## config.mk

```make
export PLATFORM = sky130hd
export DESIGN_NAME = fetch_issue_ctrl
export DESIGN_NICKNAME = d
export VERILOG_FILES = /design/src/rtl/fetch_issue_ctrl.sv
export SDC_FILE = /design/constraint.sdc
export NUM_CORES = 1
export LEC_CHECK = 0
export ABC_CLOCK_PERIOD_IN_PS = 2200
export CAP_MARGIN = 20
export CORE_AREA = 2 2 39 41
export DETAILED_ROUTE_END_ITERATION = 8
export DIE_AREA = 0 0 41 43
export DONT_BUFFER_PORTS = 1
export HOLD_SLACK_MARGIN = 0.1
export PLACE_DENSITY = 0.72
export SLEW_MARGIN = 20
export SYNTH_ARGS = -nofsm -noshare
export SYNTH_HDL_FRONTEND = slang
export SYNTH_SLANG_ARGS = --single-unit
```

## constraint.sdc

```tcl
create_clock -name clk -period 2.2 [get_ports clk]
set_input_delay 0.11 -clock clk [delete_from_list [all_inputs] [get_ports clk]]
set_output_delay 0.11 -clock clk [all_outputs]
set_load 0.05 [all_outputs]
```

## src/rtl/fetch_issue_ctrl.sv

```systemverilog
// fetch_issue_ctrl: front-end sequencing controller for the Tomasulo CPU.
// Drives IF_ID stall/flush, PC write-enable and PC source select.
//   - Holds fetch/decode when the DECODE instruction cannot issue (RS group full,
//     ROB full, or instruction memory not ready).
//   - On a CDB-resolved mispredict, redirects the PC and flushes IF_ID for a fixed
//     number of cycles.
//   - Parks the front end permanently on a decoded HALT (only reset exits).
// Ports:
//   clk, reset (async, active-low)
//   imem_ready, rs_full[N_RS], rs_sel[N_RS] (one-hot), rob_full, decode_valid,
//   halt_DECODE, cdb_redirect, redirect_pc[N_PC]          -- inputs
//   stall, flush, pc_we, pc_sel, pc_target[N_PC], issue_valid, state[2] -- outputs
// Optional feature: define STALL_PERF_EN to add saturating 16-bit counters
//   perf_stall_cnt / perf_flush_cnt.
module fetch_issue_ctrl #(
  parameter int unsigned N_PC         = 9,
  parameter int unsigned N_RS         = 3,
  parameter int unsigned FLUSH_CYCLES = 2
) (
  input  logic            clk,
  input  logic            reset,
  input  logic            imem_ready,
  input  logic [N_RS-1:0] rs_full,
  input  logic [N_RS-1:0] rs_sel,
  input  logic            rob_full,
  input  logic            decode_valid,
  input  logic            halt_DECODE,
  input  logic            cdb_redirect,
  input  logic [N_PC-1:0] redirect_pc,
  output logic            stall,
  output logic            flush,
  output logic            pc_we,
  output logic            pc_sel,
  output logic [N_PC-1:0] pc_target,
  output logic            issue_valid,
`ifdef STALL_PERF_EN
  output logic [15:0]     perf_stall_cnt,
  output logic [15:0]     perf_flush_cnt,
`endif
  output logic [1:0]      state
);

  localparam int unsigned CntW = $clog2(FLUSH_CYCLES) + 1;
  localparam logic [CntW-1:0] CntLoad = CntW'(FLUSH_CYCLES - 1);

  typedef enum logic [1:0] {
    StRun   = 2'd0,
    StStall = 2'd1,
    StFlush = 2'd2,
    StHalt  = 2'd3
  } state_e;

  state_e            state_q, state_d;
  logic [CntW-1:0]   cnt_q, cnt_d;
  logic [N_PC-1:0]   tgt_q, tgt_d;
  logic              hazard;

  always_ff @(posedge clk or negedge reset) begin
    if (!reset) begin
      state_q <= StRun;
      cnt_q   <= '0;
      tgt_q   <= '0;
    end else begin
      state_q <= state_d;
      cnt_q   <= cnt_d;
      tgt_q   <= tgt_d;
    end
  end

  always_comb begin
    hazard = (decode_valid & (rob_full | (|(rs_full & rs_sel)))) | ~imem_ready;

    state_d     = state_q;
    cnt_d       = cnt_q;
    tgt_d       = tgt_q;
    stall       = 1'b0;
    flush       = 1'b0;
    pc_we       = 1'b0;
    pc_sel      = 1'b0;
    issue_valid = 1'b0;

    unique case (state_q)
      StRun, StStall: begin
        stall       = hazard;
        pc_we       = ~hazard;
        issue_valid = decode_valid & ~hazard & ~halt_DECODE;
        if (decode_valid && halt_DECODE && !hazard) begin
          state_d = StHalt;
        end else if (hazard) begin
          state_d = StStall;
        end else begin
          state_d = StRun;
        end
      end
      StFlush: begin
        flush = 1'b1;
        if (cnt_q == '0) begin
          state_d = StRun;
        end else begin
          cnt_d = cnt_q - 1'b1;
        end
      end
      StHalt: begin
        stall = 1'b1;
      end
      default: ;
    endcase

    // Mispredict beats everything except HALT; the PC takes redirect_pc directly
    // this cycle, pc_target only holds it for observation afterwards.
    if (cdb_redirect && state_q != StHalt) begin
      state_d     = StFlush;
      cnt_d       = CntLoad;
      tgt_d       = redirect_pc;
      flush       = 1'b1;
      stall       = 1'b0;
      pc_we       = 1'b1;
      pc_sel      = 1'b1;
      issue_valid = 1'b0;
    end

    // Outputs go quiet immediately while reset is held, not just at the next edge.
    if (!reset) begin
      stall       = 1'b0;
      flush       = 1'b0;
      pc_we       = 1'b0;
      pc_sel      = 1'b0;
      issue_valid = 1'b0;
    end
  end

  assign pc_target = tgt_q;
  assign state     = state_q;

`ifdef STALL_PERF_EN
  always_ff @(posedge clk or negedge reset) begin
    if (!reset) begin
      perf_stall_cnt <= '0;
      perf_flush_cnt <= '0;
    end else begin
      if (stall && state_q != StHalt && perf_stall_cnt != 16'hFFFF) begin
        perf_stall_cnt <= perf_stall_cnt + 16'd1;
      end
      if (flush && perf_flush_cnt != 16'hFFFF) begin
        perf_flush_cnt <= perf_flush_cnt + 16'd1;
      end
    end
  end
`endif

endmodule

```

==> run_results.csv, run 1 <==
group,metric,value,unit
cts,cts.root.buffer_cell,"sky130_fd_sc_hd__clkbuf_4",
route,ant_nets,0,
synth,synth.avg_cell_area,11.24,um2
synth,netlist-cell-type-count,23,
floorplanning,initial_core_util,48.73,%
timing,tns_setup,0,ps
cells_and_area,ff_latch_area,325.3,um2
synth,netlist_instances,60,
floorplanning,dieHeight,43,um
cells_and_area,post_route_cells_drive_above_1_share,25.64,%
place,place_worst_setup_slack,778.8,ps
synth,yosysSeqAreaShare,48.24,%
global_route,grt_pass1_wl,2242,um
critical_path,cp.arrival,1620,ps
pwr,irDropWorstVdd,0.7915,mV
cts,htreeDepth,1,
critical_path,crit_path_end_kind,"output port",
synth,synthesis_stage_register_bit_count,13,
critical_path,setup.worst_path.start_class,"flop",
global_route,globalRoute.totalOverflow,0,
timing,hold_viol,0,
synth,synth-adder-area-share,1.855,%
global_route,first_global_vias,575,
synth,yosysWarningCount,0,
cells_and_area,antenna_cells,0,
critical_path,worst_ep_required_time,2090,ps
route,routed_wl,1327,um
floorplanning,number_of_cell_rows,14,
global_route,grt_usage,18.47,%
route,dr_wl_cell,14.12,um
route,drt_pre_antenna_iters,3,
critical_path,critical_path_class,"reg2out",
pwr,leakage,0.3755,nW
timing,achievable-frequency,0.5790,GHz
run,max_cap_viol_count,0,
global_route,antenna_found_initial,0,
timing,timing.final.max_slew_violations,0,
critical_path,critical_path_peak_fanout,8,
cts,tritoncts_num_sinks,13,
floorplanning,pin_count,38,
cts,clk_path_buf_depth,2,
cells_and_area,final_common_cell,"sky130_fd_sc_hd__dfrtp_1",
timing,timing.max_slew.rel_slack,62.46,%
synth,synthesized_area_fraction_occupied_by_ao_oa_aoi_and_oai_cells,15.03,%
cts,post_cts_buffers,0,
worst_hold_path,hold_path_class,"in2reg",
cells_and_area,layout.cell_area.non_filler,857.1,um2
cells_and_area,finalNetCount,102,
synth,mappedNetlistNets,83,
place,placed_cells,78,
cells_and_area,area_of_the_multi_input_gates,312.8,um2
route,dr_total_vias,528,
timing,worst_clock_skew,0.9860,ps
synth,post_synth_xor_area_fraction,0,%
route,detailedRoute.firstIterationViolations,5,
timing,final_period_minus_worst_setup_slack,1727,ps
place,numPortBuffers,0,
cells_and_area,highest_count_cells_in_the_layout_ignoring_fill_and_taps,"sky130_fd_sc_hd__dfrtp_1 (13), sky130_fd_sc_hd__dlygate4sd3_1 (12), sky130_fd_sc_hd__mux2_2 (10)",
cts,cts_tree,"built",
cells_and_area,area.growth.synth_to_final,27.09,%
cts,clock_insertion_delay_worst_skew,260,ps
cts,numCtsBuffers,3,
synth,synth.cell_area,674.4,um2
timing,rsz_0062_raised_after_global_routing,"false",
timing,final.setup.worst_slack,472.9,ps
timing,worst_pin_slew,561.3,ps
floorplanning,die_x,41,um
route,drcViolationCount,0,
timing,fin_crit_sh,78.50,%
global_route,grt_max_degree,14,
floorplanning,die_area,1763,um2
synth,synthSimpleGateAreaFrac,12.80,%
place,gp_routability_congestion,0.6152,
place,placed_area,710.7,um2
route,vias_per_cell,5.617,
cells_and_area,post_layout_instance_count_excluding_filler_cells,94,
run_status,status,"finished clean",
cells_and_area,utilization,61.93,%
cts,path_clk_slew,70,ps
synth,post_synth_mux_area_share,16.70,%
timing,finalSetupViolations,0,
cells_and_area,n_fill_cell,111,
critical_path,timing.reg2reg.setup_slack,540,ps
floorplanning,core_region_area,1384,um2
pwr,cellPowerDensity,1409,nW/um2
synth,synth_top_family_by_area,"multiplexers",
==> layer usage <==
layer | vias up | routed length, um | GRT usage, %
met2 | 21 | 709 | 31.56
li1 | 253 | - | -
met1 | 254 | 508 | 21.13
met3 | 0 | 109 | 3.141
met4 | 0 | 0 | 8.000
met5 | - | 0 | 0
==> path summary, 6_finish.rpt <==
path,cells after the start,endpoint,start
setup / recovery,5,pc_we,state[1]
hold / removal,2,state[0],imem_ready
setup reg to reg,5,state[1],state[0]
hold reg to reg,1,cnt_q[0],state[1]
max in group asynchronous,1,pc_target[5],reset
min in group asynchronous,1,state[0],reset
==> cell families after synthesis <==
family | Yosys count
buffers and inverters | 7
flip-flops | 13
adder cells (fa/ha/maj) | 1
AO/OA/AOI/OAI | 13
multiplexers | 10
AND/OR/NAND/NOR | 16
==> where the power goes <==
| part | switching, W | internal, W | total, W |
|---|---|---|---|
| registers | 0.000294 | 0.000328 | 0.000623 |
| clock network | 0.0000686 | 0.0000700 | 0.000139 |
| logic | 0.000253 | 0.000193 | 0.000446 |
| total | 0.000616 | 0.000591 | 0.00121 |
==> registers in the layout, indices dropped and copies added, names as in the netlist <==
name	flops
state	2
pc_target	9
cnt_q	2
==> critical path, stage by stage, from the launching register on <==
cell	delay (ps)
sky130_fd_sc_hd__dfrtp_1	410
sky130_fd_sc_hd__buf_4	220
sky130_fd_sc_hd__nand2b_1	160
sky130_fd_sc_hd__a21bo_1	180
sky130_fd_sc_hd__a31oi_1	150
sky130_fd_sc_hd__buf_4	220
==> cell type report <==
type | instances | share of cell area, %
sequential | 13 | 37.96
multi-input combinational | 40 | 36.50
timing repair buffer | 17 | 18.39
clock buffer | 4 | 3.066
tap | 16 | 2.336
inverter | 4 | 1.752
==> per-stage QoR <==
step,power [W],hold slack (ps)
global placement,0.001032,-185.0
floorplan,0.0009759,-185.6
CTS,0.001215,104.6
finish,0.001208,110.5
global route,0.001283,114.6
detailed placement,0.001049,-185.0
==> synth_stat cells, drive strengths merged <==
cell type | instances | area (um2)
a32o | 2 | 20.02
o31ai | 1 | 7.510
a22oi | 2 | 15.01
nor3 | 1 | 5.000
nand2b | 3 | 18.77
inv | 4 | 15.01
nor2 | 3 | 11.26
nand3 | 1 | 5.000
a21bo | 2 | 20.02
buf | 2 | 16.26
clkbuf | 1 | 5.000
nand4b | 2 | 17.52
dfrtp | 13 | 325.3
nand2 | 4 | 15.01
and3 | 2 | 13.77
mux2 | 10 | 112.6
ha | 1 | 12.51
a22o | 2 | 17.52
a21oi | 3 | 15.01
a31oi | 1 | 6.260
==> what timing repair did <==
item / in CTS / in global routing
hold buffers: 12 / 0
endpoints found under the hold margin: 23 / 0
resized for setup: 0 / 0
Note: power is estimated with default switching activity, not from simulation.
==> run 2: changes to the inputs <==
- ABC_AREA: default -> 1
- ABC_CLOCK_PERIOD_IN_PS: 2200 -> 1600
- clock period: 2.2 -> 1.6 ns (I/O delays scaled with it)
==> run 2 against run 1 <==
Effect of this change:
- register-to-register slack got worse by 480 ps
- die area did not move
- flip-flop and latch count did not move
- first-iteration DRC count rose to 2.6 times the previous value
- global-route usage rose by 2.0 points
- clock-buffer cell count fell by 1
- sequential share of layout area fell by 4.7 points
- routed wire length rose by 14%
- power rose by 54%
- core utilization rose by 9.0 points
==> run_results.csv, run 2 <==
group,metric,value,unit
run,max_cap_viol_count,0,
synth,yosysTopAreaCellShare,47.53,%
cts,path_clk_slew,80,ps
worst_hold_path,hold_path_class,"in2reg",
critical_path,setup.worst_path.start_class,"flop",
synth,yosysTopAreaCell,"sky130_fd_sc_hd__dfrtp_1",
synth,netlist_instances,88,
cts,htreeDepth,1,
cts,numCtsBuffers,3,
floorplanning,pin_count,38,
pwr,cellPowerDensity,1895,nW/um2
global_route,global_routing_s_busiest_layer,"met2",
pwr,design_power_total,0.001861,W
pwr,irDropWorstVdd,1.025,mV
timing,final_period_minus_worst_setup_slack,1539,ps
route,dr_wl_cell,11.94,um
timing,finalSetupViolations,0,
floorplanning,die_area,1763,um2
synth,synth.avg_cell_area,7.777,um2
global_route,grt_usage,20.49,%
cts,clock_insertion_delay_worst_skew,270,ps
synth,synth-async-reset-ratio,100.0,%
timing,hold_viol,0,
cts,clk_path_buf_depth,2,
place,place_worst_setup_slack,341.6,ps
cts,cts.root.buffer_cell,"sky130_fd_sc_hd__clkbuf_4",
floorplanning,core_region_area,1384,um2
pwr,leakage,0.5160,nW
critical_path,worst_ep_required_time,1810,ps
synth,synth.cell_area,684.4,um2
timing,rsz_0062_raised_after_global_routing,"false",
critical_path,critical_path_class,"reg2reg",
cts,tritoncts_num_sinks,13,
timing,tns_setup,0,ps
synth,post-synth-top-count-cell,"sky130_fd_sc_hd__nand2_1",
cts,cts_tree,"built",
global_route,globalRouteMet3Util,4.712,%
cells_and_area,antenna_cells,0,
global_route,antenna_found_initial,0,
global_route,met1_global_route_usage,23.78,%
route,detailedRoute.firstIterationViolations,13,
synth,yosysSeqAreaShare,47.53,%
cells_and_area,flip_flop_count_of_the_largest_register_after_layout,9,
route,ant_nets,0,
floorplanning,number_of_cell_rows,14,
synth,ys_dominant_reg_cell,"sky130_fd_sc_hd__dfrtp_1",
run_status,status,"finished clean",
global_route,globalRoute.totalOverflow,0,
cells_and_area,post_route_cells_drive_above_1_share,22.52,%
cells_and_area,finalNetCount,135,
global_route,first_global_vias,596,
global_route,grt_pass1_wl,2428,um
cells_and_area,area.growth.synth_to_final,43.51,%
timing,timing.final.max_slew_violations,0,
synth,mappedNetlistNets,111,
route,vias_per_cell,4.969,
place,numPortBuffers,0,
global_route,grt_max_degree,15,
synth,yosysWarningCount,0,
synth,yosys-top-cells-area,"sky130_fd_sc_hd__dfrtp_1 (48%), sky130_fd_sc_hd__nand2_1 (22%), sky130_fd_sc_hd__inv_1 (5.5%), sky130_fd_sc_hd__buf_6 (3.3%), sky130_fd_sc_hd__nand2_4 (3.3%)",
cells_and_area,highest_count_cells_in_the_layout_ignoring_fill_and_taps,"sky130_fd_sc_hd__nand2_1 (40), sky130_fd_sc_hd__dlygate4sd3_1 (13), sky130_fd_sc_hd__dfrtp_1 (12)",
cells_and_area,final_common_cell,"sky130_fd_sc_hd__nand2_1",
critical_path,cp.arrival,1750,ps
synth,synthTopCellsByCount,"sky130_fd_sc_hd__nand2_1 (40), sky130_fd_sc_hd__dfrtp_1 (13), sky130_fd_sc_hd__inv_1 (10), sky130_fd_sc_hd__nor2_1 (5), sky130_fd_sc_hd__nand3_1 (3)",
timing,timing.max_slew.rel_slack,63.91,%
route,dr_total_vias,631,
floorplanning,dieHeight,43,um
critical_path,crit_path_end_kind,"flop",
floorplanning,die_x,41,um
timing,fin_crit_sh,96.19,%
synth,netlist-cell-type-count,17,
route,drt_pre_antenna_iters,4,
route,drcViolationCount,0,
route,routed_wl,1517,um
synth,synthesis_stage_register_bit_count,13,
place,gp_routability_congestion,0.6802,
global_route,grtUsageMet2,32.50,%
floorplanning,initial_core_util,49.46,%
critical_path,critical_path_peak_fanout,4,
timing,worst_clock_skew,3.653,ps
timing,worst_pin_slew,539.5,ps
synth,synth-edff-count,0,
place,dpl.hpwl,1010,um
timing,achievable-frequency,0.6497,GHz
timing,final.setup.worst_slack,60.94,ps
-- run 2: changes by cell type after synthesis, sizes merged, moves of 3 or more --
cell | previous run | this run
nand2b | 3 | 0
mux2 | 10 | 0
o21ai | 0 | 4
nand2 | 4 | 43
inv | 4 | 11
-- run 2: timing repair --
| item | 4_1_cts | 5_1_grt |
|---|---|---|
| setup buffers | 0 | 0 |
| hold buffers | 13 | 0 |
| resized for setup | 0 | 5 |
| setup endpoints to repair | 0 | 4 |
| hold endpoints to repair | 24 | 0 |
-- run 2: power by group --
part           switching, W  internal [W]
clock              0.000103     0.0000925
combinational      0.000538      0.000335
sequential         0.000344      0.000449
total              0.000985      0.000876
-- run 2: logic make-up (layout without fill, tap and decap cells) --
family / Yosys count / after routing / share of synthesized area, %
buffers and inverters: 13 / 36 / 9.690
AO/OA/AOI/OAI: 6 / 6 / 5.484
flip-flops: 13 / 13 / 47.53
AND/OR/NAND/NOR: 55 / 55 / 35.47
adder cells (fa/ha/maj): 1 / 1 / 1.828
-- run 2: layout make-up --
cell class                      instances  area [um2]
Sequential cell                        13       326.6
Tap cell                               16       20.02
Clock buffer                            3       22.52
Fill cell                             108       401.6
Timing Repair Buffer                   21       240.2
Inverter                               11       43.79
Multi-Input combinational cell         62       324.1
Clock inverter                          1       5.005
-- run 2: worst paths after layout --
| kind | cells past startpoint | slack (ps) | from | endpoint |
|---|---|---|---|---|
| worst max-delay path | 5 | 60 | state[0] | state[1] |
| worst min register to register | 2 | 490 | pc_target[4] | pc_target[4] |
| worst min-delay path | 4 | 140 | decode_valid | state[0] |
| min in group asynchronous | 1 | 230 | reset | cnt_q[1] |
| max in group asynchronous | 1 | 990 | reset | state[1] |
| worst max register to register | 5 | 60 | state[0] | state[1] |
-- run 2: layer usage --
| layer | wire length (um) | part of all wire, % |
|---|---|---|
| met3 | 80 | 5.3 |
| met5 | 0 | 0 |
| met2 | 838 | 55 |
| met1 | 590 | 39 |
| met4 | 8 | 0.53 |
-- run 2: critical path, cell delays in order (launching register included) --
cell and delay (ps):
sky130_fd_sc_hd__dfrtp_1 450, sky130_fd_sc_hd__inv_2 90, sky130_fd_sc_hd__nand2_1 60, sky130_fd_sc_hd__or2_4 240, sky130_fd_sc_hd__nand3_1 80, sky130_fd_sc_hd__dlygate4sd3_1 550
-- run 2: metrics by stage --
stage	area, um2	util (%)	instances	hold WS (ps)
floorplan	701.9	-	88	-215.6
global placement	809.5	58.50	110	-215.1
detailed placement	809.5	58.50	110	-215.3
CTS	967.2	69.89	127	118.6
global route	982.2	70.98	127	152.1
finish	982.2	70.98	127	142.0
==> run 3: changes to the inputs <==
- GPL_TIMING_DRIVEN: default -> 0
==> run 3 against run 2 <==
Effect of this change:
- the run now ends with setup timing left
- combinational power decreased by 26%
- critical path depth unchanged
- sequential share of layout area increased by 2.1 points
- non-clock buffer count decreased by 3
- sequential power increased by 16%
- hold slack improved by 8.5 ps
- final cell count decreased by 2.4%
- register-to-register slack improved by 160 ps
- first-iteration DRC count decreased by 62%
- critical path type is now reg2out
==> run_results.csv, run 3 (synthesis gave the netlist of run 2 again) <==
group,metric,value,unit
route,routed_wl,1469,um
floorplanning,number_of_cell_rows,14,
critical_path,cp.arrival,1590,ps
critical_path,dominant_cell_type_by_count_on_the_critical_path,"sky130_fd_sc_hd__nand2_4",
place,dpl.hpwl,998.9,um
global_route,grt_usage,21.13,%
timing,timing.max_slew.rel_slack,62.66,%
floorplanning,pin_count,38,
run,max_cap_viol_count,0,
timing,worst_pin_slew,558.3,ps
route,detailedRoute.firstIterationViolations,5,
pwr,proportion_of_power_drawn_by_flip_flops_and_latches,52.3,%
global_route,globalRouteMet3Util,3.141,%
critical_path,timing.critical_path.max_delay_family,"simple AND/OR/NAND/NOR gates",
timing,worst_clock_skew,4.826,ps
timing,achievable-frequency,0.5985,GHz
cells_and_area,finalNetCount,132,
cts,cts_tree,"built",
cells_and_area,post_route_cells_drive_above_1_share,20.37,%
critical_path,crit_path_end_kind,"output port",
floorplanning,dieHeight,43,um
route,dr_total_vias,603,
pwr,cellPowerDensity,1879,nW/um2
pwr,irDropWorstVdd,1.093,mV
global_route,antenna_found_initial,0,
global_route,grt_max_degree,14,
pwr,design_power_total,0.001754,W
route,dr_wl_cell,11.85,um
cells_and_area,antenna_cells,0,
critical_path,critical_path_peak_fanout,4,
cts,htreeDepth,1,
route,drt_pre_antenna_iters,4,
critical_path,critical_path.cell_chain,"nand2_4 -> nand2_4 -> buf_8 -> nand3b_1 -> nor2_4",
timing,fin_crit_sh,104.4,%
pwr,power_switching_share,54.24,%
global_route,grtUsageMet2,38.44,%
pwr,leakage,0.4779,nW
global_route,first_global_vias,655,
critical_path,crit_slowest_cell,"sky130_fd_sc_hd__dfrtp_2",
timing,rsz_0062_raised_after_global_routing,"true",
floorplanning,initial_core_util,49.46,%
critical_path,cp.buffers_inverters,1,
pwr,power.net_switching,0.0009513,W
cts,path_clk_slew,80,ps
timing,tns_setup,-117.5,ps
critical_path,critical_path_class,"reg2out",
critical_path,setup.worst_path.start_class,"flop",
place,numPortBuffers,0,
pwr,power.share.combinational,36.7,%
timing,final_period_minus_worst_setup_slack,1671,ps
timing,timing.final.max_slew_violations,0,
cells_and_area,area.growth.synth_to_final,36.38,%
pwr,clock_power_share,11.0,%
floorplanning,die_x,41,um
route,vias_per_cell,4.863,
global_route,met1_global_route_usage,19.31,%
cells_and_area,n_fill_cell,118,
timing,final.setup.worst_slack,-70.79,ps
critical_path,timing.critical_path.slowest_cell_delay,570,ps
cts,numCtsBuffers,3,
worst_hold_path,hold_path_class,"in2reg",
pwr,internal_power,0.0008025,W
cts,cts.root.buffer_cell,"sky130_fd_sc_hd__clkbuf_4",
place,gp_routability_congestion,0.6061,
run_status,status,"complete, but fails checks",
route,drcViolationCount,0,
floorplanning,core_region_area,1384,um2
cells_and_area,highest_count_cells_in_the_layout_ignoring_fill_and_taps,"sky130_fd_sc_hd__nand2_1 (39), sky130_fd_sc_hd__dlygate4sd3_1 (14), sky130_fd_sc_hd__dfrtp_1 (11)",
cts,clock_insertion_delay_worst_skew,270,ps
global_route,grt_pass1_wl,2428,um
timing,hold_viol,0,
cts,clk_path_buf_depth,2,
floorplanning,die_area,1763,um2
critical_path,worst_ep_required_time,1520,ps
cts,tritoncts_num_sinks,13,
cells_and_area,flip_flop_count_of_the_largest_register_after_layout,9,
cells_and_area,final_common_cell,"sky130_fd_sc_hd__nand2_1",
route,ant_nets,0,
run_status,failed_checks,"setup timing",
global_route,global_routing_s_busiest_layer,"met2",
global_route,globalRoute.totalOverflow,0,
timing,finalSetupViolations,2,
==> run 3: changes by cell type in the layout (fill, tap and decap cells not counted), sizes merged <==
cell / before / now
buf: 8 / 4
clkbuf: 3 / 4
clkinv: 1 / 0
clkinvlp: 0 / 1
dlygate4sd3: 13 / 14
inv: 11 / 10
==> run 3: power groups by stage <==
stage | Sequential, W | Combinational [W] | Clock, W
2_1_floorplan | 0.000879 | 0.000499 | 0
3_3_place_gp | 0.000899 | 0.000548 | 0
3_5_place_dp | 0.000903 | 0.000566 | 0
4_1_cts | 0.000911 | 0.000654 | 0.000203
5_1_grt | 0.000930 | 0.000718 | 0.000225
6_report | 0.000916 | 0.000644 | 0.000193
==> run 3: stage by stage <==
| step | setup WS [ps] | hold WS, ps | utilization [%] | cell area, um2 | std cells |
|---|---|---|---|---|---|
| 2_1_floorplan | -59.84 | -215.6 | - | 701.9 | 88 |
| 5_1_grt | -159.6 | 159.8 | 67.45 | 933.4 | 124 |
| 6_report | -70.79 | 150.5 | 67.45 | 933.4 | 124 |
| 3_3_place_gp | -118.7 | -215.2 | 52.17 | 721.9 | 104 |
| 4_1_cts | -77.66 | 140.3 | 67.27 | 930.9 | 124 |
| 3_5_place_dp | -138.3 | -215.3 | 52.17 | 721.9 | 104 |
==> run 3: worst paths after layout <==
path	from	slack, ps	depth (start not counted)	endpoint
max	state[0]	-70	5	issue_valid
min	halt_DECODE	150	5	state[0]
max reg2reg	state[0]	220	7	cnt_q[0]
min reg2reg	cnt_q[1]	550	2	cnt_q[1]
max in group asynchronous	reset	940	1	state[1]
min in group asynchronous	reset	240	1	cnt_q[1]
==> run 3: per-layer routing <==
| layer | vias to the layer above | wire, um |
|---|---|---|
| met5 | - | 0 |
| met4 | 0 | 21 |
| met3 | 2 | 79 |
| met2 | 20 | 805 |
| met1 | 275 | 563 |
| li1 | 306 | - |
==> run 3: final cells by class <==
cell class,instances,area [um2],area share (%)
sequential,13,330.3,35.39
multi-input combinational,62,327.8,35.12
timing repair buffer,16,155.1,16.62
inverter,11,47.55,5.094
clock buffer,4,26.28,2.815
buffer,2,26.28,2.815
tap,16,20.02,2.145
==> run 3: worst reg2reg max path: cells and delay by family, from the launching register on <==
| kind | cells | cell delay (ps) |
|---|---|---|
| flip-flops | 1 | 570 |
| AND/OR/NAND/NOR | 2 | 210 |
| AO/OA/AOI/OAI | 2 | 180 |
| buffers and inverters | 3 | 310 |
==> run 3: what timing repair did <==
action | in CTS | in global routing
endpoints found under the setup margin | 4 | 4
buffers inserted | 2 | 0
resized for setup | 9 | 1
hold buffers | 14 | 0
pin swaps | 7 | 1
endpoints found under the hold margin | 24 | 0
